<file path="config.mk">
export PLATFORM = sky130hd
export DESIGN_NAME = toff_seq_ctrl
export DESIGN_NICKNAME = d
export VERILOG_FILES = /design/src/rtl/toff_pkg.sv /design/src/rtl/toff_apply.sv /design/src/rtl/toff_seq_ctrl.sv
export SDC_FILE = /design/constraint.sdc
export NUM_CORES = 1
export LEC_CHECK = 0
export BUFFER_PORTS_ARGS = -buffer_cell sky130_fd_sc_hd__buf_2
export CORE_AREA = 2 2 193 119
export CTS_BUF_LIST = sky130_fd_sc_hd__clkbuf_2
export DETAILED_ROUTE_END_ITERATION = 10
export DIE_AREA = 0 0 195 121
export GPL_ROUTABILITY_DRIVEN = 0
export GPL_TIMING_DRIVEN = 0
export PLACE_DENSITY = 0.78
export SLEW_MARGIN = 20
export SYNTH_ARGS = -nofsm -noshare
export SYNTH_HDL_FRONTEND = slang
export SYNTH_SLANG_ARGS = --single-unit
</file>
<file path="constraint.sdc">
create_clock -name clk -period 6.8 [get_ports clk]
set_input_delay 1.36 -clock clk [delete_from_list [all_inputs] [get_ports clk]]
set_output_delay 1.36 -clock clk [all_outputs]
set_load 0.02 [all_outputs]
</file>
<file path="src/rtl/toff_pkg.sv">
`default_nettype none
// +----------------------------------------------------------------------------+
// | toff_pkg: shared types and widths for the reversible-gate sequencer.       |
// | Revision: 1.0                                                              |
// +----------------------------------------------------------------------------+
package toff_pkg;

    localparam int DEF_NBITS = 8;
    localparam int DEF_DEPTH = 16;
    localparam int DEF_IDXW  = $clog2(DEF_NBITS);
    localparam int DEF_AW    = $clog2(DEF_DEPTH);
    localparam int INSTR_W   = 2 + 3 * DEF_IDXW;

    typedef enum logic [1:0] {
        OP_NOP  = 2'b00,
        OP_NOT  = 2'b01,
        OP_CNOT = 2'b10,
        OP_TOFF = 2'b11
    } op_t;

    typedef struct packed {
        op_t                 op;
        logic [DEF_IDXW-1:0] a;
        logic [DEF_IDXW-1:0] b;
        logic [DEF_IDXW-1:0] t;
    } instr_t;

    typedef enum logic [1:0] {
        S_IDLE = 2'd0,
        S_RUN  = 2'd1,
        S_DONE = 2'd2
    } state_t;

    function automatic logic toff_gate(input logic a, input logic b, input logic c);
        return c ^ (a & b);
    endfunction

endpackage
`default_nettype wire

</file>
<file path="src/rtl/toff_apply.sv">
`default_nettype none
// +----------------------------------------------------------------------------+
// | toff_apply: applies one reversible instruction to the working register.    |
// | Revision: 1.0                                                              |
// +----------------------------------------------------------------------------+
module toff_apply
    import toff_pkg::*;
#(
    parameter int NBITS = DEF_NBITS
)(
    input  instr_t           instr,
    input  logic [NBITS-1:0] w_in,
    output logic [NBITS-1:0] w_out,
    output logic             illegal
);

    // Work on a register padded to the full index range so any encodable
    // index can be read safely; out-of-range lines are flagged illegal.
    localparam int LINES = 2 ** DEF_IDXW;

    logic [LINES-1:0] line_ok;
    logic [LINES-1:0] ext;
    logic [LINES-1:0] res;
    logic             two_operand;

    always_comb begin
        line_ok = '0;
        for (int i = 0; i < NBITS; i++) begin
            line_ok[i] = 1'b1;
        end
        ext         = LINES'(w_in);
        two_operand = (instr.op == OP_CNOT) || (instr.op == OP_TOFF);
        illegal     = !line_ok[instr.a] || !line_ok[instr.b] || !line_ok[instr.t] ||
                      (two_operand && ((instr.t == instr.a) || (instr.t == instr.b)));

        res = ext;
        if (!illegal) begin
            case (instr.op)
                OP_NOT:  res[instr.t] = ~ext[instr.t];
                OP_CNOT: res[instr.t] = ext[instr.t] ^ ext[instr.a];
                OP_TOFF: res[instr.t] = toff_gate(ext[instr.a], ext[instr.b], ext[instr.t]);
                default: res = ext;
            endcase
        end
        w_out = res[NBITS-1:0];
    end

endmodule
`default_nettype wire

</file>
<file path="src/rtl/toff_seq_ctrl.sv">
`default_nettype none
// +----------------------------------------------------------------------------+
// | toff_seq_ctrl: runs a stored reversible-gate program forward or reversed.  |
// | Revision: 1.0                                                              |
// +----------------------------------------------------------------------------+
module toff_seq_ctrl
    import toff_pkg::*;
#(
    parameter int NBITS = DEF_NBITS,
    parameter int DEPTH = DEF_DEPTH,
    parameter int IDXW  = $clog2(NBITS),
    parameter int AW    = $clog2(DEPTH)
)(
    input  logic                  clk,
    input  logic                  rst,
    input  logic                  prog_we,
    input  logic [AW-1:0]         prog_addr,
    input  logic [2+3*IDXW-1:0]   prog_data,
    input  logic [AW:0]           prog_len,
    input  logic                  start,
    input  logic                  reverse,
    input  logic [NBITS-1:0]      data_in,
    output logic                  ready,
    output logic                  busy,
    output logic                  done,
    output logic [NBITS-1:0]      data_out,
    output logic                  err
);

    localparam logic [AW:0] LEN_ONE = (AW+1)'(1);
    localparam logic [AW:0] LEN_MAX = (AW+1)'(DEPTH);

    state_t           state;
    state_t           state_nxt;
    instr_t           mem [DEPTH];
    logic [NBITS-1:0] work;
    logic [NBITS-1:0] next_w;
    logic [AW:0]      len;
    logic [AW:0]      cnt;
    logic [AW:0]      len_clamp;
    logic [AW:0]      len_m1;
    logic [AW-1:0]    pc;
    logic             rev;
    logic             illegal;
    logic             last_step;
    logic             accept;

    assign len_clamp = (prog_len > LEN_MAX) ? LEN_MAX : prog_len;
    assign len_m1    = len_clamp - LEN_ONE;
    assign last_step = (cnt == (len - LEN_ONE));
    assign accept    = (state == S_IDLE) && start;

    toff_apply #(
        .NBITS (NBITS)
    ) u_apply (
        .instr   (mem[pc]),
        .w_in    (work),
        .w_out   (next_w),
        .illegal (illegal)
    );

    always_ff @(posedge clk or posedge rst) begin
        if (rst) begin
            state <= S_IDLE;
        end else begin
            state <= state_nxt;
        end
    end

    always_comb begin
        state_nxt = state;
        ready     = 1'b0;
        busy      = 1'b0;
        done      = 1'b0;
        case (state)
            S_IDLE: begin
                ready = 1'b1;
                if (start) begin
                    state_nxt = (len_clamp == '0) ? S_DONE : S_RUN;
                end
            end
            S_RUN: begin
                busy = 1'b1;
                if (last_step) begin
                    state_nxt = S_DONE;
                end
            end
            S_DONE: begin
                done      = 1'b1;
                state_nxt = S_IDLE;
            end
            default: state_nxt = S_IDLE;
        endcase
    end

    // Writes are only honoured in IDLE, so a running program never changes.
    always_ff @(posedge clk or posedge rst) begin
        if (rst) begin
            for (int i = 0; i < DEPTH; i++) begin
                mem[i] <= '0;
            end
        end else if ((state == S_IDLE) && prog_we) begin
            mem[prog_addr] <= instr_t'(prog_data);
        end
    end

    always_ff @(posedge clk or posedge rst) begin
        if (rst) begin
            work     <= '0;
            len      <= '0;
            cnt      <= '0;
            pc       <= '0;
            rev      <= 1'b0;
            err      <= 1'b0;
            data_out <= '0;
        end else begin
            if (accept) begin
                work <= data_in;
                len  <= len_clamp;
                cnt  <= '0;
                rev  <= reverse;
                err  <= 1'b0;
                pc   <= reverse ? len_m1[AW-1:0] : '0;
                if (len_clamp == '0) begin
                    data_out <= data_in;
                end
            end else if (state == S_RUN) begin
                work <= next_w;
                cnt  <= cnt + LEN_ONE;
                err  <= err | illegal;
                // The result is captured as the last gate lands so it is
                // already valid in the cycle that done is high.
                if (last_step) begin
                    data_out <= next_w;
                end else begin
                    pc <= rev ? (pc - AW'(1)) : (pc + AW'(1));
                end
            end
        end
    end

endmodule
`default_nettype wire

</file>
Yosys cells after proc, flatten, opt, wreduce, memory -nomap -nowiden --
Memory sizes are Yosys's and may differ from the RTL's. Cells that the tools add are included.
Operators by class: add/subtract/negate cells 5, magnitude comparators 8, equal/unequal tests 12, multiplexer cells 45, bitwise logic cells 7, reductions and logical operators 20
Operators by type and width (number):
- 176-bit bitwise mux | 1
- 8-bit 2-to-1 mux | 7
- 11-bit binary-select mux with 4-bit select | 1
- 11-bit demux with 4-bit select | 1
- 11-bit 2-to-1 mux | 3
- 8-bit bitwise mux | 3
- 8-bit one-hot mux with 3 select lines | 1
- 4-bit 2-to-1 mux | 5
- 5-bit 2-to-1 mux | 3
- 3-bit by 4-bit less-than comparator with 1-bit output (second input constant) | 3
- 1-bit 2-to-1 mux | 12
- 5-bit >= comparator (second input constant) | 2
- 4-bit inverter with 5-bit output | 2
- 1-bit binary-select mux with 3-bit select | 3
- 4-bit by 1-bit subtractor with 4-bit output (second input constant) | 2
- 2-bit == test (second input constant) | 3
- 3-bit == test | 2
- 2-bit 2-to-1 mux | 3
- 5-bit by 1-bit adder with 5-bit output (second input constant) | 1
- 5-bit == test | 1
- 5-bit greater-than comparator (second input constant) | 1
- 1-bit logical AND | 5
- 5-bit zero test | 1
- 1-bit logical OR | 5
- other kinds (18) | 26
Word-level totals: register bits 210, bits in read-only memories 24, bits of input ports 33, output and inout bits 12, logic and storage cells 172, memories 3
Memories:
- (no name shown) | depth 8, bits a word 1, read ports 1, clocked after memory_dff 0, wr ports 0, line toff_apply.sv:33 | illegal = !line_ok[instr.a] || !line_ok[instr.b] || !line_ok[instr.t] ||
- (no name shown) | depth 8, bits a word 1, read ports 1, clocked after memory_dff 0, wr ports 0, line toff_apply.sv:33
- (no name shown) | depth 8, bits a word 1, read ports 1, clocked after memory_dff 0, wr ports 0, line toff_apply.sv:33

Logic depth before layout (Yosys ltp) --
Gate-level depths: netlist of the first run.
depth in word-level cells 14, gate-level depth with buffers 13, depth with buffers taken out 12

Hierarchy --
A second synthesis of the first run with hierarchy kept.
Unflattened totals: cells, all modules 749, area total of the unflattened synthesis 10371.2 µm²
Modules (own cells, without submodules):
- toff_seq_ctrl | instances 1, cells an instance 666, area each 9755.6 µm², seq. area each 5255.0 µm²
- toff_apply | instances 1, cells an instance 83, area each 615.6 µm², seq. area each 0.0 µm²

Worst setup path before layout of the first run --
OpenSTA, ideal clock, no wires.
path kind register -> register, start point register pc[1], end point register data_out[7], library setup time 0.147 ns, arrival time 3.094 ns, data required time 6.653 ns, setup slack 3.559 ns, stages on the path, launching flop included 12, buffers on the path 1, period minus slack after synthesis 3.241 ns, cells stage by stage dfrtp_1 buf_6 mux4_2 mux2i_2 nand2_1 and2_1 a2111oi_1 nor4_4 a211oi_4 o31ai_4 o311ai_2 a41oi_2
Between the ends: longest elaborated chain between the ends 14, elaborated cells between the ends (all ways) 47, classes of those cells order compare (2); eq/ne (5); mux (22); bitwise (5); reduce/logical (10); memory (3)
Ends and longest elaborated chain:
- from (decl) | line toff_seq_ctrl.sv:42 | logic [AW-1:0] pc;
- from (signal assigned) | line toff_seq_ctrl.sv:123 | pc <= reverse ? len_m1[AW-1:0] : '0;
- from (signal assigned) | line toff_seq_ctrl.sv:136 | pc <= rev ? (pc - AW'(1)) : (pc + AW'(1));
- 4-bit inverter with 5-bit output (not written as such) * | line toff_seq_ctrl.sv:56 | .instr (mem[pc]),
- 11-bit binary-select mux with 4-bit select * | line toff_seq_ctrl.sv:56
- 11-bit 2-to-1 mux (not written as such) * (2 in a row) | line toff_seq_ctrl.sv:56
- 3-bit by 4-bit less-than comparator with 1-bit output (not written as such) (tied with other cells) | line toff_apply.sv:39, toff_apply.sv:40, toff_apply.sv:41
- 1-bit logical AND (not written as such) (tied with other cells) | line toff_apply.sv:39, toff_apply.sv:40, toff_apply.sv:41
- 1-bit 2-to-1 mux (not written as such) (tied with other cells) | line toff_apply.sv:39, toff_apply.sv:40, toff_apply.sv:41
- 1-bit demux with 3-bit select (tied with other cells)
- 8-bit bitwise mux (tied with other cells) | line toff_apply.sv:41 | OP_TOFF: res[instr.t] = toff_gate(ext[instr.a], ext[instr.b], ext[instr.t]);
- 8-bit one-hot mux with 3 select lines / 1-bit logical OR (equally long branches) | line toff_apply.sv:38, toff_apply.sv:33
- 8-bit 2-to-1 mux * | line toff_apply.sv:37 | if (!illegal) begin
- 8-bit 2-to-1 mux * | line toff_seq_ctrl.sv:133 | if (last_step) begin
- 8-bit 2-to-1 mux * | line toff_seq_ctrl.sv:127 | end else if (state == S_RUN) begin
- 8-bit 2-to-1 mux * | line toff_seq_ctrl.sv:117 | if (accept) begin
- to (signal assigned) | line toff_seq_ctrl.sv:125 | data_out <= data_in;
- to (signal assigned) | line toff_seq_ctrl.sv:134 | data_out <= next_w;
- to (decl) | line toff_seq_ctrl.sv:26 | output logic [NBITS-1:0] data_out,
Mark *: on every way between the ends. The rest lies on a longest branch, timed or not. The select of a mux whose other input is x is not followed. A chain may end at the register's enable or synchronous reset.

Final worst setup path of the first run --
start point register pc[1], end point register data_out[3]
The elaborated chain is that of the path after synthesis.

==> results.md, run 1 <==
- Setup repair after global routing missed its margin: no
- Critical Path Start Type: register
- Post-Syn Instances: 824
- CTS resizes: 0
- Share of synthesized flip-flops with an asynchronous set or reset: 100%
- Clock sink count: 210
- Total standard cell area after synthesis: 10800 µm²
- Largest fanout on the critical path: 10
- Max-slew violation count: 0
- PnR worst setup slack: 2.74 ns
- Fraction of layout cells with a size suffix above 1: 40.1%
- Cell type with the largest total area after synthesis: sky130_fd_sc_hd__dfrtp_1
- Hold-fix buffers at CTS: 0
- Commonest non-fill, non-tap cell in the layout: sky130_fd_sc_hd__dfrtp_1
- Die width: 195 µm
- Setup Skew: 0.0721 ns
- Setup fix buffers added after clock tree synthesis: 0
- Number of nets with antenna violations after detailed routing: 0
- Clock-pin transition on the worst setup and hold timing paths: 0.11 ns
- Clock root buffer master: sky130_fd_sc_hd__clkbuf_2
- Total congestion overflow: 0
- Path category of the worst min-delay check: register to register
- Post-Place Setup Slack: 2.82 ns
- Share of total power in combinational logic: 49.9%
- Worst hold slack across all endpoints: 0.500 ns
- Synthesis Warnings: 0
- Dpl hpwl: 19300 µm
- Initial core utilization: 49.5%
- Ys flop type: sky130_fd_sc_hd__dfrtp_1
- Core area: 21800 µm²
- Cell types with the largest area share after synthesis: sky130_fd_sc_hd__dfrtp_1 49%, sky130_fd_sc_hd__mux2_2 19%, sky130_fd_sc_hd__mux4_2 7.7%
- Number of antenna cells inserted: 0
- Number of placement rows: 42
- Largest net degree at the start of global routing: 35
- Total power per unit cell area: 481 nW/µm²
- Floorplan die height: 121 µm
- CP endpoint kind: register
- Min Tclk post-route: 4.06 ns
- Hold Vio Cnt, Final: 0
- Routed wire length: 27800 µm
- Number of distinct library cells after synthesis: 68
- Area overhead of the layout relative to synthesis: 10.2%
- Worst reg2reg path endpoint: data_out[3]$_DFFE_PP0P_
- TritonCTS clock tree: yes
- Total number of H-tree levels: 2
- Share of the synthesized area in the top cell type: 48.8%
- Final worst-path cycle share: 59.8%
- Mapped Nets: 864
- Number of detailed-route iterations in the first pass: 5
- Number of top-level design ports: 45
- Fin Setup TNS: 0 ns
- Sequential element share of the synthesized area: 48.8%
- Standby leakage power: 5.38 nW
- Startpoint of the lowest-slack register-to-register path: pc[1]$_DFFE_PP0P_
- Post-synthesis register bit count: 210
- Worst setup path startpoint: pc[1]$_DFFE_PP0P_
- Post-synthesis average cell area: 13.1 µm²
- Total routing usage reported by global routing: 24.2%
- Post-DR wirelength/cell: 22.5 µm
- Crit path capture: data_out[3]$_DFFE_PP0P_
- Cell internal power dissipation: 3.37 mW
- Final setup violation count: 0
- Vias in the first global route: 7452
- DRC errors left: 0
- Initial antenna violation count: 1
- Sw frac: 41.0%
- Clock network latency to the later pin of the worst-skew pair: 0.85 ns
- Worst Path Arrival: 4.72 ns
- Total CTS buffers: 48
- Worst Tran Pin Value: 1.16 ns
- Run status: finished, final reports clean
- Avg Vias per Cell: 6.11
- VDD IR-drop max: 0.000197 V
- Sequential fraction of design power: 35.9%
- Detailed-route via count: 7558
- Switching pwr: 2.34 mW
- Peak Freq: 246 MHz
- Relative slew margins: 22.5%
- Required time of the critical path: 7.46 ns
- Max-Cap Viols: 0
- Count of flip-flops with a built-in enable after synthesis: 0
- Clock buffer depth: 3
- Total Die Area: 23600 µm²
- Wire length of the first global-routing pass: 43200 µm
- Crit path kind: register to register
- Most frequent cells in the layout: 210 x sky130_fd_sc_hd__dfrtp_1, 182 x sky130_fd_sc_hd__mux2_2, 67 x sky130_fd_sc_hd__clkbuf_2
- Path depth of the worst reg2reg path: 10
- DRC marker count from the first detailed-route iteration: 631
- Setup slack, reg-to-reg: 2.74 ns
- Net count, final: 962
- Count of buffers inserted at the top-level ports: 42
- Share of total power in the clock network: 14.2%
## stage by stage
step           power, mW  util [%]  cell area (µm²)  std cells
2_1_floorplan       4.17         -            10800        824
3_3_place_gp        4.75      52.1            11300       1152
3_5_place_dp        4.87      52.7            11500       1158
4_1_cts             5.68      54.6            11900       1236
5_1_grt             6.07      54.6            11900       1236
6_report            5.71      54.6            11900       1236
## cell families (layout without fill, tap and decap cells)
kind of cell	Yosys count	in the layout	share of synthesized area (%)
mux	254	254	30.7
flops	210	210	48.8
simple gates	154	154	6.98
compound gates	108	108	7.89
buf+inv	71	197	3.16
xor+xnor	20	20	1.63
fa+ha+maj	7	7	0.883
## registers in the layout, summed over array words and instances, names as in the netlist
| register | count |
|---|---|
| rev | 1 |
| data_out | 8 |
| err | 1 |
| work | 8 |
| state | 2 |
| mem | 176 |
| pc | 4 |
| len | 5 |
| cnt | 5 |
## Yosys cell counts (5+ instances only)
library cell               instances
sky130_fd_sc_hd__a211oi_1          6
sky130_fd_sc_hd__a21oi_1           8
sky130_fd_sc_hd__a31oi_1          14
sky130_fd_sc_hd__buf_1             6
sky130_fd_sc_hd__buf_2             5
sky130_fd_sc_hd__buf_4             6
sky130_fd_sc_hd__buf_6             6
sky130_fd_sc_hd__clkbuf_1         35
sky130_fd_sc_hd__dfrtp_1         210
sky130_fd_sc_hd__ha_1              6
sky130_fd_sc_hd__inv_1            11
sky130_fd_sc_hd__mux2_2          182
sky130_fd_sc_hd__mux2i_1          24
sky130_fd_sc_hd__mux4_2           37
sky130_fd_sc_hd__nand2_1          61
sky130_fd_sc_hd__nand2b_1         10
sky130_fd_sc_hd__nand3_1           6
sky130_fd_sc_hd__nand4_1           6
sky130_fd_sc_hd__nor2_1           35
sky130_fd_sc_hd__nor2b_1           6
sky130_fd_sc_hd__nor3_1            8
sky130_fd_sc_hd__o21ai_0          15
sky130_fd_sc_hd__o22ai_1          15
sky130_fd_sc_hd__xnor2_1          14
sky130_fd_sc_hd__xor2_1            6
## routing by layer
layer	vias up	global-route usage, %	wire length, µm
met4	2	5.77	451
met2	321	33.4	11600
met3	49	7.92	2690
met5	-	0	12
met1	3896	36.7	13000
li1	3290	-	-
## how the worst min path moves through the flow
stage / from / end / slack, ns / cells past startpoint
finish: len[4]$_DFFE_PP0P_ / len[4]$_DFFE_PP0P_ / 0.50 / 2
global route: mem[106]$_DFFE_PP0P_ / mem[106]$_DFFE_PP0P_ / 0.52 / 1
floorplan: len[4]$_DFFE_PP0P_ / len[4]$_DFFE_PP0P_ / 0.47 / 2
CTS: len[4]$_DFFE_PP0P_ / len[4]$_DFFE_PP0P_ / 0.51 / 2
detailed placement: len[4]$_DFFE_PP0P_ / len[4]$_DFFE_PP0P_ / 0.48 / 2
global placement: mem[97]$_DFFE_PP0P_ / mem[97]$_DFFE_PP0P_ / 0.48 / 1
## critical path: stages, from the launching register on
cell                       delay, ns
sky130_fd_sc_hd__dfrtp_1        0.48
sky130_fd_sc_hd__buf_2          0.36
sky130_fd_sc_hd__buf_2          0.32
sky130_fd_sc_hd__clkbuf_1       0.66
sky130_fd_sc_hd__mux4_2         0.45
sky130_fd_sc_hd__mux4_2         0.55
sky130_fd_sc_hd__o221a_2        0.18
sky130_fd_sc_hd__a311oi_2       0.41
sky130_fd_sc_hd__a211oi_1       0.10
sky130_fd_sc_hd__a31oi_1        0.28
sky130_fd_sc_hd__a31oi_1        0.12
## power by group through the flow
stage | Combinational (mW) | Clock [mW] | Sequential, mW
after global placement | 2.71 | 0 | 2.04
after CTS | 2.81 | 0.829 | 2.04
after detailed placement | 2.80 | 0 | 2.06
final | 2.85 | 0.808 | 2.05
after global routing | 3.07 | 0.894 | 2.10
after floorplan | 2.18 | 0 | 1.98
## area by class of cell
| cell class | instances | area [µm²] |
|---|---|---|
| repair buffers | 48 | 330 |
| flip-flops and latches | 210 | 5260 |
| clock inverters | 11 | 72.6 |
| fillers | 1877 | 9890 |
| multi-input cells | 543 | 5170 |
| clock buffers | 67 | 335 |
| well taps | 286 | 358 |
| inverters | 13 | 52.6 |
| plain buffers | 58 | 292 |
(Power assumes the default switching activity.)
==> inputs of run 2 (changes only) <==
==> constraint.sdc (replaced) <==
create_clock -name clk -period 3.6 [get_ports clk]
set_input_delay 0.72 -clock clk [delete_from_list [all_inputs] [get_ports clk]]
set_output_delay 0.72 -clock clk [all_outputs]
set_load 0.02 [all_outputs]
==> results.md, run 2 (synthesis results as in run 1) <==
- Run status: finished, final reports clean
- Worst reg2reg path endpoint: work[7]$_DFFE_PP0P_
- Clock sink count: 210
- Startpoint of the lowest-slack register-to-register path: pc[2]$_DFFE_PP0P_
- VDD IR-drop max: 0.000406 V
- Required time of the critical path: 4.31 ns
- Min Tclk post-route: 3.57 ns
- Final design instance area without fill: 12200 µm²
- Register with the highest flop count: mem
- Beginning of the worst hold path: data_in[1]
- Floorplan die height: 121 µm
- Worst Path Arrival: 4.28 ns
- Total congestion overflow: 0
- Final setup violation count: 0
- Max-Cap Viols: 0
- Number of antenna cells inserted: 0
- Peak Freq: 280 MHz
- Die width: 195 µm
- DRC errors left: 0
- Final worst-path cycle share: 99.2%
- Avg Vias per Cell: 6.09
- Clock network latency to the later pin of the worst-skew pair: 0.85 ns
- TritonCTS clock tree: yes
- Number of cells on the worst hold path: 3
- Path depth of the worst reg2reg path: 12
- Met1 usage in global routing: 36.9%
- Standby leakage power: 5.48 nW
- Total number of H-tree levels: 2
- Commonest non-fill, non-tap cell in the layout: sky130_fd_sc_hd__dfrtp_1
- Number of detailed-route iterations in the first pass: 5
- Number of nets with antenna violations after detailed routing: 0
- Worst setup path startpoint: pc[2]$_DFFE_PP0P_
- Setup slack, reg-to-reg: 0.03 ns
- Dpl hpwl: 19300 µm
- GR met3 Demand/Resource: 8.20%
- Relative slew margins: 25.9%
- Total routing usage reported by global routing: 24.4%
- Net count, final: 973
- Count of buffers inserted at the top-level ports: 42
- Path category of the worst min-delay check: input port to register
- Most frequent cells in the layout: 208 x sky130_fd_sc_hd__dfrtp_1, 182 x sky130_fd_sc_hd__mux2_2, 68 x sky130_fd_sc_hd__clkbuf_2
- Crit path kind: register to register
- Fraction of layout cells with a size suffix above 1: 43.4%
- Setup Skew: 0.0762 ns
- Post-Place Setup Slack: -0.377 ns
- Peak-usage layer in the global routing report: met1
- Setup repair after global routing missed its margin: yes
- Wire length of the first global-routing pass: 43600 µm
- Number of flip-flops under the largest register name: 176
- Total CTS buffers: 48
- Clock buffer depth: 3
- Initial antenna violation count: 1
- Met2 Track Usage GR: 33.5%
- Clock-pin transition on the worst setup and hold timing paths: 0.11 ns
- Terminating pin of the worst hold path: data_out[1]$_DFFE_PP0P_
- Vias in the first global route: 7471
- Total power per unit cell area: 939 nW/µm²
- Core area: 21800 µm²
- Initial core utilization: 49.5%
- Clock root buffer master: sky130_fd_sc_hd__clkbuf_2
- Max-slew violation count: 0
- Routed wire length: 28200 µm
- Worst Tran Pin Value: 1.11 ns
- Post-DR wirelength/cell: 22.6 µm
- Total Die Area: 23600 µm²
- Post-Place Cell Area: 11500 µm²
- PnR worst setup slack: 0.0301 ns
- Hold Vio Cnt, Final: 0
- Largest fanout on the critical path: 10
- Number of placement rows: 42
- Number of top-level design ports: 45
- Critical Path Start Type: register
- Area overhead of the layout relative to synthesis: 13.7%
- CP endpoint kind: register
- Registers with the most flip-flops: mem: 176 flops, data_out: 8 flops, work: 8 flops
- Largest net degree at the start of global routing: 35
- Detailed-route via count: 7595
- DRC marker count from the first detailed-route iteration: 631
[run 2: stage by stage]
step                power, mW  hold slack, ns  utilization [%]  instances  TNS [ns]
finish                   11.5           0.183             56.3       1247         0
global route             12.2           0.149             56.3       1247    -0.321
CTS                      11.0           0.131             55.2       1240         0
detailed placement       9.20           0.483             52.7       1158     -5.43
global placement         8.98           0.481             52.1       1152   -235.77
floorplan                7.87           0.465                -        824         0
[run 2: report_power, final]
group / switching, mW / internal, mW / leakage, nW
clock: 0.965 / 0.568 / 0.316
combinational: 3.19 / 2.89 / 2.44
sequential: 0.607 / 3.28 / 2.73
[run 2: worst max-delay path by stage]
stage                              end  slack [ns]
2_1_floorplan       cnt[0]$_DFFE_PP0P_        0.15
3_3_place_gp      mem[172]$_DFFE_PP0P_       -1.13
3_5_place_dp   data_out[3]$_DFFE_PP0P_       -0.38
4_1_cts            work[7]$_DFFE_PP0P_       0.005
5_1_grt            work[3]$_DFFE_PP0P_       -0.05
6_report           work[7]$_DFFE_PP0P_        0.03
[run 2: per-layer routing]
layer / wire length, µm / up-vias / share of wire [%]
li1: - / 3324 / -
met1: 13400 / 3910 / 47
met2: 11800 / 309 / 42
met3: 2590 / 50 / 9.2
met4: 453 / 2 / 1.6
met5: 12 / - / 0.043
[run 2: critical path: stages (launching register included)]
cell and delay (ns):
sky130_fd_sc_hd__dfrtp_2 0.44, sky130_fd_sc_hd__buf_8 0.19, sky130_fd_sc_hd__buf_6 0.20, sky130_fd_sc_hd__mux4_2 0.36, sky130_fd_sc_hd__mux2i_4 0.27, sky130_fd_sc_hd__xnor2_1 0.17, sky130_fd_sc_hd__nor2_1 0.06, sky130_fd_sc_hd__or4_4 0.53
sky130_fd_sc_hd__o221a_2 0.34, sky130_fd_sc_hd__and4_4 0.19, sky130_fd_sc_hd__o31ai_4 0.38, sky130_fd_sc_hd__o311ai_2 0.15, sky130_fd_sc_hd__a31oi_1 0.20
[run 2: final cells by class]
class | instances | area (µm²)
Fill cell | 1814 | 9510
Clock inverter | 11 | 72.6
Multi-Input combinational cell | 543 | 5400
Sequential cell | 210 | 5260
Clock buffer | 67 | 335
Inverter | 13 | 56.3
Buffer | 58 | 345
Timing Repair Buffer | 59 | 415
Tap cell | 286 | 358
[run 2: timing repair]
action | CTS | global route
hold endpoints to repair | 26 | 0
setup endpoints to repair | 16 | 16
pin swaps | 3 | 6
buffers inserted | 3 | 7
gates cloned | 0 | 0
resized for setup | 21 | 38
hold buffers | 1 | 0
==> inputs of run 3 (changes only) <==
==> constraint.sdc (replaced) <==
create_clock -name clk -period 3.6 [get_ports clk]
set_input_delay 0.36 -clock clk [delete_from_list [all_inputs] [get_ports clk]]
set_output_delay 0.36 -clock clk [all_outputs]
set_load 0.02 [all_outputs]
==> results.md, run 3 (synthesis results as in run 1) <==
- Number of flip-flops under the largest register name: 176
- Final Util: 57.6%
- Net count, final: 999
- Number of placement rows: 42
- Detailed-route via count: 7689
- Total power per unit cell area: 921 nW/µm²
- Standby leakage power: 5.59 nW
- Wire length of the first global-routing pass: 43700 µm
- Registers with the most flip-flops: mem: 176 flops, data_out: 8 flops, work: 8 flops
- Number of top-level design ports: 45
- Total number of H-tree levels: 2
- Area overhead of the layout relative to synthesis: 16.3%
- Crit path kind: register to register
- Master of the slowest instance on the critical path: sky130_fd_sc_hd__mux4_2
- Floorplan die height: 121 µm
- Maximum single-stage delay on the critical path: 0.55 ns
- Final setup violation count: 0
- Path category of the worst min-delay check: input port to register
- Avg Vias per Cell: 6.04
- Critical Path Start Type: register
- Vias in the first global route: 7523
- Number of antenna cells inserted: 0
- Clock buffer depth: 3
- Clock root buffer master: sky130_fd_sc_hd__clkbuf_2
- Run status: finished, final reports clean
- Commonest non-fill, non-tap cell in the layout: sky130_fd_sc_hd__dfrtp_1
- VDD IR-drop max: 0.000408 V
- Path depth of the worst reg2reg path: 11
- Final worst-path cycle share: 99.2%
- Worst reg2reg path endpoint: work[7]$_DFFE_PP0P_
- Clock network latency to the later pin of the worst-skew pair: 0.84 ns
- Most frequent cells in the layout: 208 x sky130_fd_sc_hd__dfrtp_1, 182 x sky130_fd_sc_hd__mux2_2, 68 x sky130_fd_sc_hd__clkbuf_2
- Post-DR wirelength/cell: 22.2 µm
- Peak Freq: 280 MHz
- DRC marker count from the first detailed-route iteration: 705
- CP endpoint kind: register
- Total routing usage reported by global routing: 24.4%
- Max-Cap Viols: 0
- Routed wire length: 28300 µm
- Clock-pin transition on the worst setup and hold timing paths: 0.12 ns
- Core area: 21800 µm²
- Number of nets with antenna violations after detailed routing: 0
- Setup repair after global routing missed its margin: yes
- Total CTS buffers: 48
- Crit path capture: work[7]$_DFFE_PP0P_
- Largest fanout on the critical path: 8
- Required time of the critical path: 4.31 ns
- Largest net degree at the start of global routing: 35
- TritonCTS clock tree: yes
- Initial core utilization: 49.5%
- Fraction of layout cells with a size suffix above 1: 42.5%
- Total congestion overflow: 0
- Hold Vio Cnt, Final: 0
- Total power: 11.5 mW
- Relative slew margins: 24.7%
- Worst Path Arrival: 4.28 ns
- Total Die Area: 23600 µm²
- Register with the highest flop count: mem
- Max-slew violation count: 0
- DRC errors left: 0
- Die width: 195 µm
- Count of buffers inserted at the top-level ports: 42
- Dpl hpwl: 19300 µm
- Setup Skew: 0.0637 ns
- Worst Tran Pin Value: 1.13 ns
- Initial antenna violation count: 0
- Number of detailed-route iterations in the first pass: 5
- Crit-path cells: buf_12 > mux4_2 > mux2i_4 > xnor2_1 > nor2_1 > or4_4 > o221a_2 > and4_4 > o31ai_4 > o311ai_2 > a31oi_1
- Worst setup path startpoint: pc[1]$_DFFE_PP0P_
- Clock sink count: 210
- Setup slack, reg-to-reg: 0.03 ns
- Startpoint of the lowest-slack register-to-register path: pc[1]$_DFFE_PP0P_
- Min Tclk post-route: 3.57 ns
==> run 3: final cells by class <==
class | instances | area, µm²
fillers | 1799 | 9240
multi-input cells | 543 | 5420
flip-flops and latches | 210 | 5260
repair buffers | 85 | 676
well taps | 286 | 358
plain buffers | 58 | 342
clock buffers | 67 | 335
clock inverters | 11 | 72.6
inverters | 13 | 56.3
==> run 3: critical path: cells and delay by family (launching register included) <==
| kind | cells | cell delay [ns] |
|---|---|---|
| AOI/OAI and AO/OA | 4 | 1.06 |
| muxes | 2 | 0.83 |
| and+or+nand+nor | 3 | 0.79 |
| DFF | 1 | 0.46 |
| xor gates and xnor gates | 1 | 0.17 |
| buffers and inverters | 1 | 0.16 |
==> run 3: worst min path at each step <==
stage          depth (start not counted)  slack (ns)                   to           startpoint
2_1_floorplan                          2        0.47   len[4]$_DFFE_PP0P_   len[4]$_DFFE_PP0P_
3_3_place_gp                           1        0.48  mem[97]$_DFFE_PP0P_  mem[97]$_DFFE_PP0P_
3_5_place_dp                           2        0.46  mem[30]$_DFFE_PP0P_                  rst
4_1_cts                                3        0.04  mem[10]$_DFFE_PP0P_         prog_addr[3]
5_1_grt                                3        0.05  mem[21]$_DFFE_PP0P_         prog_addr[3]
6_report                               3        0.11  mem[10]$_DFFE_PP0P_         prog_addr[3]
==> run 3: where the power goes <==
group          internal (mW)  switching [mW]
sequential              3.28           0.606
clock                  0.568           0.959
combinational           2.92            3.20
==> run 3: repair_timing <==
item                                    in CTS  in global routing
hold buffers                                27                  0
endpoints found under the setup margin      16                 16
setup buffers                                3                  7
endpoints found under the hold margin      147                  0
pin swaps                                    3                  7
gates resized for setup                     21                 40
==> run 3: per-layer routing <==
layer | part of all wire [%] | track usage [%] | up-vias | wire length, µm
met5 | 0 | 0 | - | 0
met4 | 1.4 | 5.92 | 0 | 410
li1 | - | - | 3376 | -
met1 | 47 | 37.0 | 3976 | 13400
met2 | 42 | 33.5 | 296 | 11900
met3 | 9.4 | 8.14 | 41 | 2660
==> run 3: stage by stage <==
| stage | TNS [ns] | cell area (µm²) | hold slack [ns] | worst slack, ns | cells |
|---|---|---|---|---|---|
| CTS | 0 | 12300 | 0.0383 | 0.00478 | 1266 |
| floorplan | 0 | 10800 | 0.465 | 0.359 | 824 |
| finish | 0 | 12500 | 0.107 | 0.0274 | 1273 |
| global route | -0.390 | 12500 | 0.0460 | -0.0691 | 1273 |
| detailed placement | -5.43 | 11500 | 0.465 | -0.377 | 1158 |
| global placement | -160.17 | 11300 | 0.481 | -0.766 | 1152 |
